[config.mk]
export PLATFORM = sky130hd
export DESIGN_NAME = dense_layer_flat
export DESIGN_NICKNAME = d
export VERILOG_FILES = /design/src/rtl/dense_layer_pkg.sv /design/src/rtl/dense_layer_if.sv /design/src/rtl/dense_layer_fxp_saturate.sv /design/src/rtl/dense_layer.sv /design/src/flat_wrapper.sv
export SDC_FILE = /design/constraint.sdc
export NUM_CORES = 2
export LEC_CHECK = 0
export CAP_MARGIN = 10
export CORE_UTILIZATION = 50
export CTS_BUF_LIST = sky130_fd_sc_hd__clkbuf_4
export DETAILED_ROUTE_END_ITERATION = 8
export DONT_BUFFER_PORTS = 1
export SLEW_MARGIN = 20
export SYNTH_ARGS = -nofsm -noshare
export SYNTH_HDL_FRONTEND = slang
export SYNTH_SLANG_ARGS = --single-unit
export TNS_END_PERCENT = 50
[constraint.sdc]
create_clock -name clk -period 12 [get_ports clk]
set_input_delay 2.4 -clock clk [delete_from_list [all_inputs] [get_ports clk]]
set_output_delay 2.4 -clock clk [all_outputs]
set_load 0.1 [all_outputs]
[src/rtl/dense_layer_pkg.sv]
// dense_layer shared definitions: Q-format constants and FSM states.
// Imported by the fully-connected stage and its saturation helper.
package dense_layer_pkg;

  localparam int integer_width  = 10;
  localparam int fraction_width = 10;
  localparam int W              = integer_width + fraction_width;
  localparam int Q_ONE          = 1 << fraction_width;

  localparam logic signed [W-1:0] SAT_MAX = {1'b0, {(W-1){1'b1}}};
  localparam logic signed [W-1:0] SAT_MIN = {1'b1, {(W-1){1'b0}}};

  typedef enum logic [2:0] {
    S_IDLE,
    S_ISSUE,
    S_WAIT,
    S_MAC,
    S_FINISH,
    S_DONE
  } state_t;

endpackage

[src/rtl/dense_layer_if.sv]
// dense_layer bus: pooled-map read port, weight load port,
// result read port and completion flag.
interface dense_layer_if;
  import dense_layer_pkg::*;

  logic         in_done;
  logic [8:0]   in_address;
  logic         in_enable;
  logic [W-1:0] in_data;
  logic         weight_we;
  logic [9:0]   weight_addr;
  logic [W-1:0] weight_data;
  logic [8:0]   dense_output_address;
  logic [W-1:0] dense_output_data;
  logic         done;

  modport slave (
    input  in_done, in_data,
    input  weight_we, weight_addr, weight_data,
    input  dense_output_address,
    output in_address, in_enable,
    output dense_output_data, done
  );

  modport master (
    output in_done, in_data,
    output weight_we, weight_addr, weight_data,
    output dense_output_address,
    input  in_address, in_enable,
    input  dense_output_data, done
  );

endinterface

[src/rtl/dense_layer_fxp_saturate.sv]
// fxp_saturate: rescale a wide Q(2I).(2F) sum to Q(I).(F),
// optional ReLU, clamp to the signed W-bit range.
module fxp_saturate
  import dense_layer_pkg::*;
#(
  parameter int IN_W = 43,
  parameter int RELU = 1
) (
  input  logic signed [IN_W-1:0] din,
  output logic signed [W-1:0]    dout
);

  logic signed [IN_W-1:0] shr;

  // arithmetic shift floors toward -inf
  assign shr = din >>> fraction_width;

  always_comb begin
    dout = shr[W-1:0];
    if (RELU != 0 && shr[IN_W-1]) begin
      dout = '0;
    end else if (shr > IN_W'(SAT_MAX)) begin
      dout = SAT_MAX;
    end else if (shr < IN_W'(SAT_MIN)) begin
      dout = SAT_MIN;
    end
  end

endmodule

[src/rtl/dense_layer.sv]
// dense_layer: fully-connected stage reading the pooled map,
// one MAC per cycle-group, biased, saturated results buffer.
module dense_layer
  import dense_layer_pkg::*;
#(
  parameter int IN_SIZE      = 4,
  parameter int OUT_SIZE     = 2,
  parameter int READ_LATENCY = 2,
  parameter int RELU         = 1
) (
  input  logic         clk,
  input  logic         reset,
  dense_layer_if.slave bus
);

  localparam int KW    = (IN_SIZE > 1) ? $clog2(IN_SIZE) : 1;
  localparam int OW    = (OUT_SIZE > 1) ? $clog2(OUT_SIZE) : 1;
  localparam int LW    = (READ_LATENCY > 1) ? $clog2(READ_LATENCY) : 1;
  localparam int ACC_W = 2*W + $clog2(IN_SIZE) + 1;
  localparam int NW    = OUT_SIZE * IN_SIZE;

  state_t                  state;
  logic                    in_done_q;
  logic                    start;
  logic [KW-1:0]           k;
  logic [OW-1:0]           o;
  logic [LW-1:0]           lat;
  logic signed [ACC_W-1:0] acc;
  logic signed [ACC_W-1:0] sum;
  logic signed [2*W-1:0]   prod;
  logic signed [W-1:0]     sat;
  logic signed [W-1:0]     wt   [OUT_SIZE][IN_SIZE];
  logic signed [W-1:0]     bias [OUT_SIZE];
  logic signed [W-1:0]     res  [OUT_SIZE];

  assign start = bus.in_done && !in_done_q;
  assign prod  = $signed(bus.in_data) * wt[o][k];
  assign sum   = acc + ACC_W'(bias[o]) * ACC_W'(Q_ONE);

  fxp_saturate #(
    .IN_W (ACC_W),
    .RELU (RELU)
  ) u_sat (
    .din  (sum),
    .dout (sat)
  );

  always_ff @(posedge clk or negedge reset) begin
    if (!reset) begin
      state          <= S_IDLE;
      in_done_q      <= 1'b0;
      bus.done       <= 1'b0;
      bus.in_enable  <= 1'b0;
      bus.in_address <= '0;
      k              <= '0;
      o              <= '0;
      lat            <= '0;
      acc            <= '0;
      for (int i = 0; i < OUT_SIZE; i++) begin
        bias[i] <= '0;
        res[i]  <= '0;
        for (int j = 0; j < IN_SIZE; j++) wt[i][j] <= '0;
      end
    end else begin
      in_done_q <= bus.in_done;
      unique case (state)
        S_IDLE: begin
          if (bus.weight_we) begin
            for (int i = 0; i < OUT_SIZE; i++) begin
              for (int j = 0; j < IN_SIZE; j++)
                if (bus.weight_addr == 10'(i*IN_SIZE + j))
                  wt[i][j] <= bus.weight_data;
              if (bus.weight_addr == 10'(NW + i))
                bias[i] <= bus.weight_data;
            end
          end
          if (start) begin
            bus.done <= 1'b0;
            acc      <= '0;
            o        <= '0;
            k        <= '0;
            state    <= S_ISSUE;
          end
        end
        S_ISSUE: begin
          bus.in_address <= 9'(k);
          bus.in_enable  <= 1'b1;
          lat            <= '0;
          state          <= S_WAIT;
        end
        S_WAIT: begin
          if (lat == LW'(READ_LATENCY - 1)) state <= S_MAC;
          else lat <= lat + 1'b1;
        end
        S_MAC: begin
          acc           <= acc + ACC_W'(prod);
          bus.in_enable <= 1'b0;
          if (k == KW'(IN_SIZE - 1)) begin
            state <= S_FINISH;
          end else begin
            k     <= k + 1'b1;
            state <= S_ISSUE;
          end
        end
        S_FINISH: begin
          res[o] <= sat;
          if (o == OW'(OUT_SIZE - 1)) begin
            state <= S_DONE;
          end else begin
            o     <= o + 1'b1;
            k     <= '0;
            acc   <= '0;
            state <= S_ISSUE;
          end
        end
        S_DONE: begin
          bus.done <= 1'b1;
          state    <= S_IDLE;
        end
        default: state <= S_IDLE;
      endcase
    end
  end

  always_comb begin
    bus.dense_output_data = '0;
    for (int i = 0; i < OUT_SIZE; i++)
      if (bus.dense_output_address == 9'(i))
        bus.dense_output_data = res[i];
  end

endmodule

[src/flat_wrapper.sv]
// flat-port wrapper written by rule: the top's interface ports become plain ports
module dense_layer_flat import dense_layer_pkg::*;
#(
  parameter int IN_SIZE      = 4,
  parameter int OUT_SIZE     = 2,
  parameter int READ_LATENCY = 2,
  parameter int RELU         = 1
)
  (clk, reset, bus_in_done, bus_in_data, bus_weight_we, bus_weight_addr, bus_weight_data, bus_dense_output_address, bus_in_address, bus_in_enable, bus_dense_output_data, bus_done);
  dense_layer_if bus_i ();
  input  logic clk;
  input  logic reset;
  input wire logic [$bits(bus_i.in_done)-1:0] bus_in_done;
  input wire logic [$bits(bus_i.in_data)-1:0] bus_in_data;
  input wire logic [$bits(bus_i.weight_we)-1:0] bus_weight_we;
  input wire logic [$bits(bus_i.weight_addr)-1:0] bus_weight_addr;
  input wire logic [$bits(bus_i.weight_data)-1:0] bus_weight_data;
  input wire logic [$bits(bus_i.dense_output_address)-1:0] bus_dense_output_address;
  output wire logic [$bits(bus_i.in_address)-1:0] bus_in_address;
  output wire logic [$bits(bus_i.in_enable)-1:0] bus_in_enable;
  output wire logic [$bits(bus_i.dense_output_data)-1:0] bus_dense_output_data;
  output wire logic [$bits(bus_i.done)-1:0] bus_done;
  assign bus_i.in_done = bus_in_done;
  assign bus_i.in_data = bus_in_data;
  assign bus_i.weight_we = bus_weight_we;
  assign bus_i.weight_addr = bus_weight_addr;
  assign bus_i.weight_data = bus_weight_data;
  assign bus_i.dense_output_address = bus_dense_output_address;
  assign bus_in_address = bus_i.in_address;
  assign bus_in_enable = bus_i.in_enable;
  assign bus_dense_output_data = bus_i.dense_output_data;
  assign bus_done = bus_i.done;
  dense_layer #(.IN_SIZE(IN_SIZE), .OUT_SIZE(OUT_SIZE), .READ_LATENCY(READ_LATENCY), .RELU(RELU)) u_core (.clk(clk), .reset(reset), .bus(bus_i));
endmodule
==> metrics.md <==
| Metric | Value |
|---|---|
| Crit path DAT | `10.17 ns` |
| Die width | `258 um` |
| Register cell area after layout | `7390 um2` |
| Multi-input logic area | `22,300 um2` |
| Worst path required time | `12.64 ns` |
| Top FF cell, synth | `dfrtp_1` |
| Top cell type by total area after synthesis | `fa_1` |
| Mapped Area | `32,900 um2` |
| Buffers inserted by post-CTS timing repair | `0` |
| Overflow after GRT | `0` |
| Slew @ Worst Pin | `1.07 ns` |
| Commonest non-fill, non-tap cells in the layout | `686 x inv_1, 493 x fa_1, 293 x dfrtp_1, 270 x nand2_1, 236 x mux2_2` |
| Tmin final | `9.53 ns` |
| WL/cell | `19.6 um` |
| Worst setup margin | `2.47 ns` |
| Core area | `64,700 um2` |
| # setup viols final | `0` |
| Setup TNS | `0 ns` |
| Worst setup path category | `flop to flop` |
| CP Capture Point | `u_core.acc[41]$_DFFE_PN0P_` |
| Max H-tree Level | `3` |
| Synth Area in Adders | `0.364` |
| Clock Tree Buf Depth | `3` |
| Ys Warns | `0` |
| Reg-to-Reg Start | `u_core.o$_DFFE_PN0P_` |
| Combinational Power Share | `0.418` |
| Avg Inst Size Synth | `10.1 um2` |
| TritonCTS Buffers | `73` |
| Unique masters post-synth | `72` |
| Clock latency on the worst-skew pair | `0.76 ns` |
| Final hold viol count | `0` |
| Worst-case reg-to-reg path depth | `25` |
| I/O pin cnt | `94` |
| Most frequent CP cell | `fa_1` |
| CP startpoint kind | `flop` |
| I/O Buffers | `0` |
| Total Routing Usage GR | `0.253` |
| Vias in the first global route | `24,700` |
| Initial antenna violation count | `2` |
| Worst clock skew | `0.0403 ns` |
| Status | `finished clean` |
| # DRC | `0` |
| DR pass1 iterations | `5` |
| Final Max Tran Viols | `0` |
| Crit path largest cell delay | `0.78 ns` |
| Max Cap Violations | `0` |
| Most common cell after layout, fill and taps aside | `inv_1` |
| Int Power | `0.00207 W` |
| Sequential Power Share | `0.352` |
| CTS tree | `yes` |
| Root Driver | `clkbuf_4` |
| Clk sinks | `295` |
| Switching power | `0.00150 W` |
| Crit. End Element | `flop` |
| Post-synth EDFFs | `0` |
| Cell area power density | `104 nW/um2` |
| Lkg Pwr | `17.9 nW` |
| Largest net degree at the start of global routing | `296` |
| Area grow syn2layout | `4.53%` |
| Clock power frac | `0.230` |
| Yosys top cell area share | `0.300` |
| Sw frac | `0.421` |
| Simple-Gate Fraction of Synth Area | `0.104` |
| Fraction of synthesized cell area in xor and xnor cells | `0.0173` |
| Unrepaired setup endpoints after global routing | `no` |
| Via density | `5.48` |
| Flop2flop setup slack | `2.47 ns` |
| Max-slew headroom | `0.274` |
| Share of layout cells above drive strength 1 | `0.142` |
| Async SR Flop Fraction | `1.00` |
| DRT iter0 DRCs | `1,542` |
| # hold bufs at CTS | `0` |
| Syn Inst Count | `3,260` |
| Pre-CTS setup slack | `2.56 ns` |
| Final HPWL DP | `61,600 um` |
| Min-delay worst type | `flop to flop` |
| Worst setup path startpoint | `u_core.o$_DFFE_PN0P_` |
| First-pass GRT wire length | `133,000 um` |
| FP Rows | `93` |
| Worst hold slack | `0.491 ns` |
| Fin crit share | `0.794` |
| Die area | `66,800 um2` |
| Nets | `3,905` |
| R2r endpoint | `u_core.acc[41]$_DFFE_PN0P_` |
| Die H | `258 um` |
| CP max FO | `48` |
| Largest family of logic cells by synthesized area | `adder cells` |
| Synth Area in Compound Gates | `0.0698` |
| Cts repair resizes | `0` |
| CP max stage cell | `fa_1` |
| Fmax achieved | `105 MHz` |
| Detail Route Antenna Nets | `0` |
| Peak VDD IR | `0.119 mV` |
| Routability cong. | `0.912` |
| Area contributors post-synth | `fa_1 30%, dfrtp_1 22%, mux2_2 8.1%, inv_1 7.8%, ha_1 6.4%` |
| Reg clk slew, reported paths | `0.08 ns` |
| Post-synthesis mux area share | `0.118` |
| Via count | `22,300` |
| Initial core utilization | `0.508` |
| #FFs+latches synth | `295` |
| DRT Wirelength | `79,900 um` |
| Sequential area share after synthesis | `0.225` |
| Fillers | `5,910` |
## power by group through the flow
stage	Sequential, W	Clock [W]	Combinational (W)
final	0.00126	0.000822	0.00149
after global routing	0.00127	0.000893	0.00169
after CTS	0.00126	0.000845	0.00150
after global placement	0.00127	0	0.00147
after floorplan	0.00122	0	0.00121
after detailed placement	0.00128	0	0.00149
## cells in the mapped netlist (8+ instances only)
cell type and number:
mux2i_1 32, a211oi_1 15, dfrtp_1 295, mux2_2 236, o21ai_0 104, xor2_1 26
a21o_1 23, buf_1 25, nand3_1 19, and3_1 10, nor2b_1 92, o31ai_1 9
nand4_1 9, nor2_1 121, xnor2_1 39, mux4_2 40, ha_1 167, inv_1 686
a22o_1 10, a31oi_1 45, nand2_1 270, nor3_1 22, clkbuf_1 139, buf_4 8
nand2b_1 30, and2_1 103, o21a_1 12, fa_1 493, a21oi_1 58
## critical path, delay by kind of cell, from the launching register on
family | cells | cell delay, ns
buffers and inverters | 7 | 1.33
AOI/OAI and AO/OA | 4 | 1.10
muxes | 2 | 0.94
xor gates and xnor gates | 1 | 0.14
DFF | 1 | 0.63
adders and majority gates | 8 | 4.34
and+or+nand+nor | 3 | 0.87
## flip-flops by register name, summed over array words and instances, names as in the netlist
register,count
u_core.res,40
u_core.bus.done,1
u_core.bus.in_enable,1
u_core.k,2
u_core.o,1
u_core.bus.in_address,2
u_core.wt,160
u_core.lat,1
u_core.acc,43
u_core.bias,40
u_core.state,3
u_core.in_done_q,1
## final cells by class
cell class                      instances  area share
Antenna cell                            1   0.0000728
Clock buffer                          101      0.0221
Clock inverter                         16     0.00270
Inverter                              686      0.0750
Multi-Input combinational cell       2101       0.648
Sequential cell                       295       0.215
Tap cell                              855      0.0311
Timing Repair Buffer                   25     0.00583
## stage by stage
stage	total power, W	area, um2	util	std cells
floorplan	0.00243	32900	-	3266
global placement	0.00274	33500	0.517	3961
detailed placement	0.00277	33500	0.517	3961
CTS	0.00361	34300	0.531	4078
global route	0.00386	34400	0.531	4080
finish	0.00357	34400	0.531	4080
## layer usage
layer	vias up	GRT usage	share of wire
met5	-	0	0.00016
met1	11700	0.338	0.43
li1	10100	-	-
met3	97	0.0370	0.044
met2	471	0.435	0.51
met4	2	0.0585	0.020
## worst min path at each step
stage	start	to	slack [ns]	cells past startpoint
final	u_core.res[19]$_DFFE_PN0P_	u_core.res[19]$_DFFE_PN0P_	0.49	1
after global routing	u_core.wt[87]$_DFFE_PN0P_	u_core.wt[87]$_DFFE_PN0P_	0.51	1
after CTS	u_core.res[39]$_DFFE_PN0P_	u_core.res[39]$_DFFE_PN0P_	0.49	1
after detailed placement	u_core.res[39]$_DFFE_PN0P_	u_core.res[39]$_DFFE_PN0P_	0.48	1
after global placement	u_core.acc[5]$_DFFE_PN0P_	u_core.acc[5]$_DFFE_PN0P_	0.47	2
after floorplan	u_core.acc[4]$_DFFE_PN0P_	u_core.acc[4]$_DFFE_PN0P_	0.45	2
## logic make-up (layout without fill, tap and decap cells)
| kind of cell | count (synthesis) | after routing |
|---|---|---|
| other | 1 | 8 |
| muxes | 308 | 308 |
| buffers and inverters | 870 | 828 |
| DFF | 295 | 295 |
| xor gates and xnor gates | 65 | 65 |
| AOI/OAI and AO/OA | 352 | 352 |
| adders and majority gates | 660 | 660 |
| and+or+nand+nor | 709 | 709 |
(Power assumes the default switching activity.)
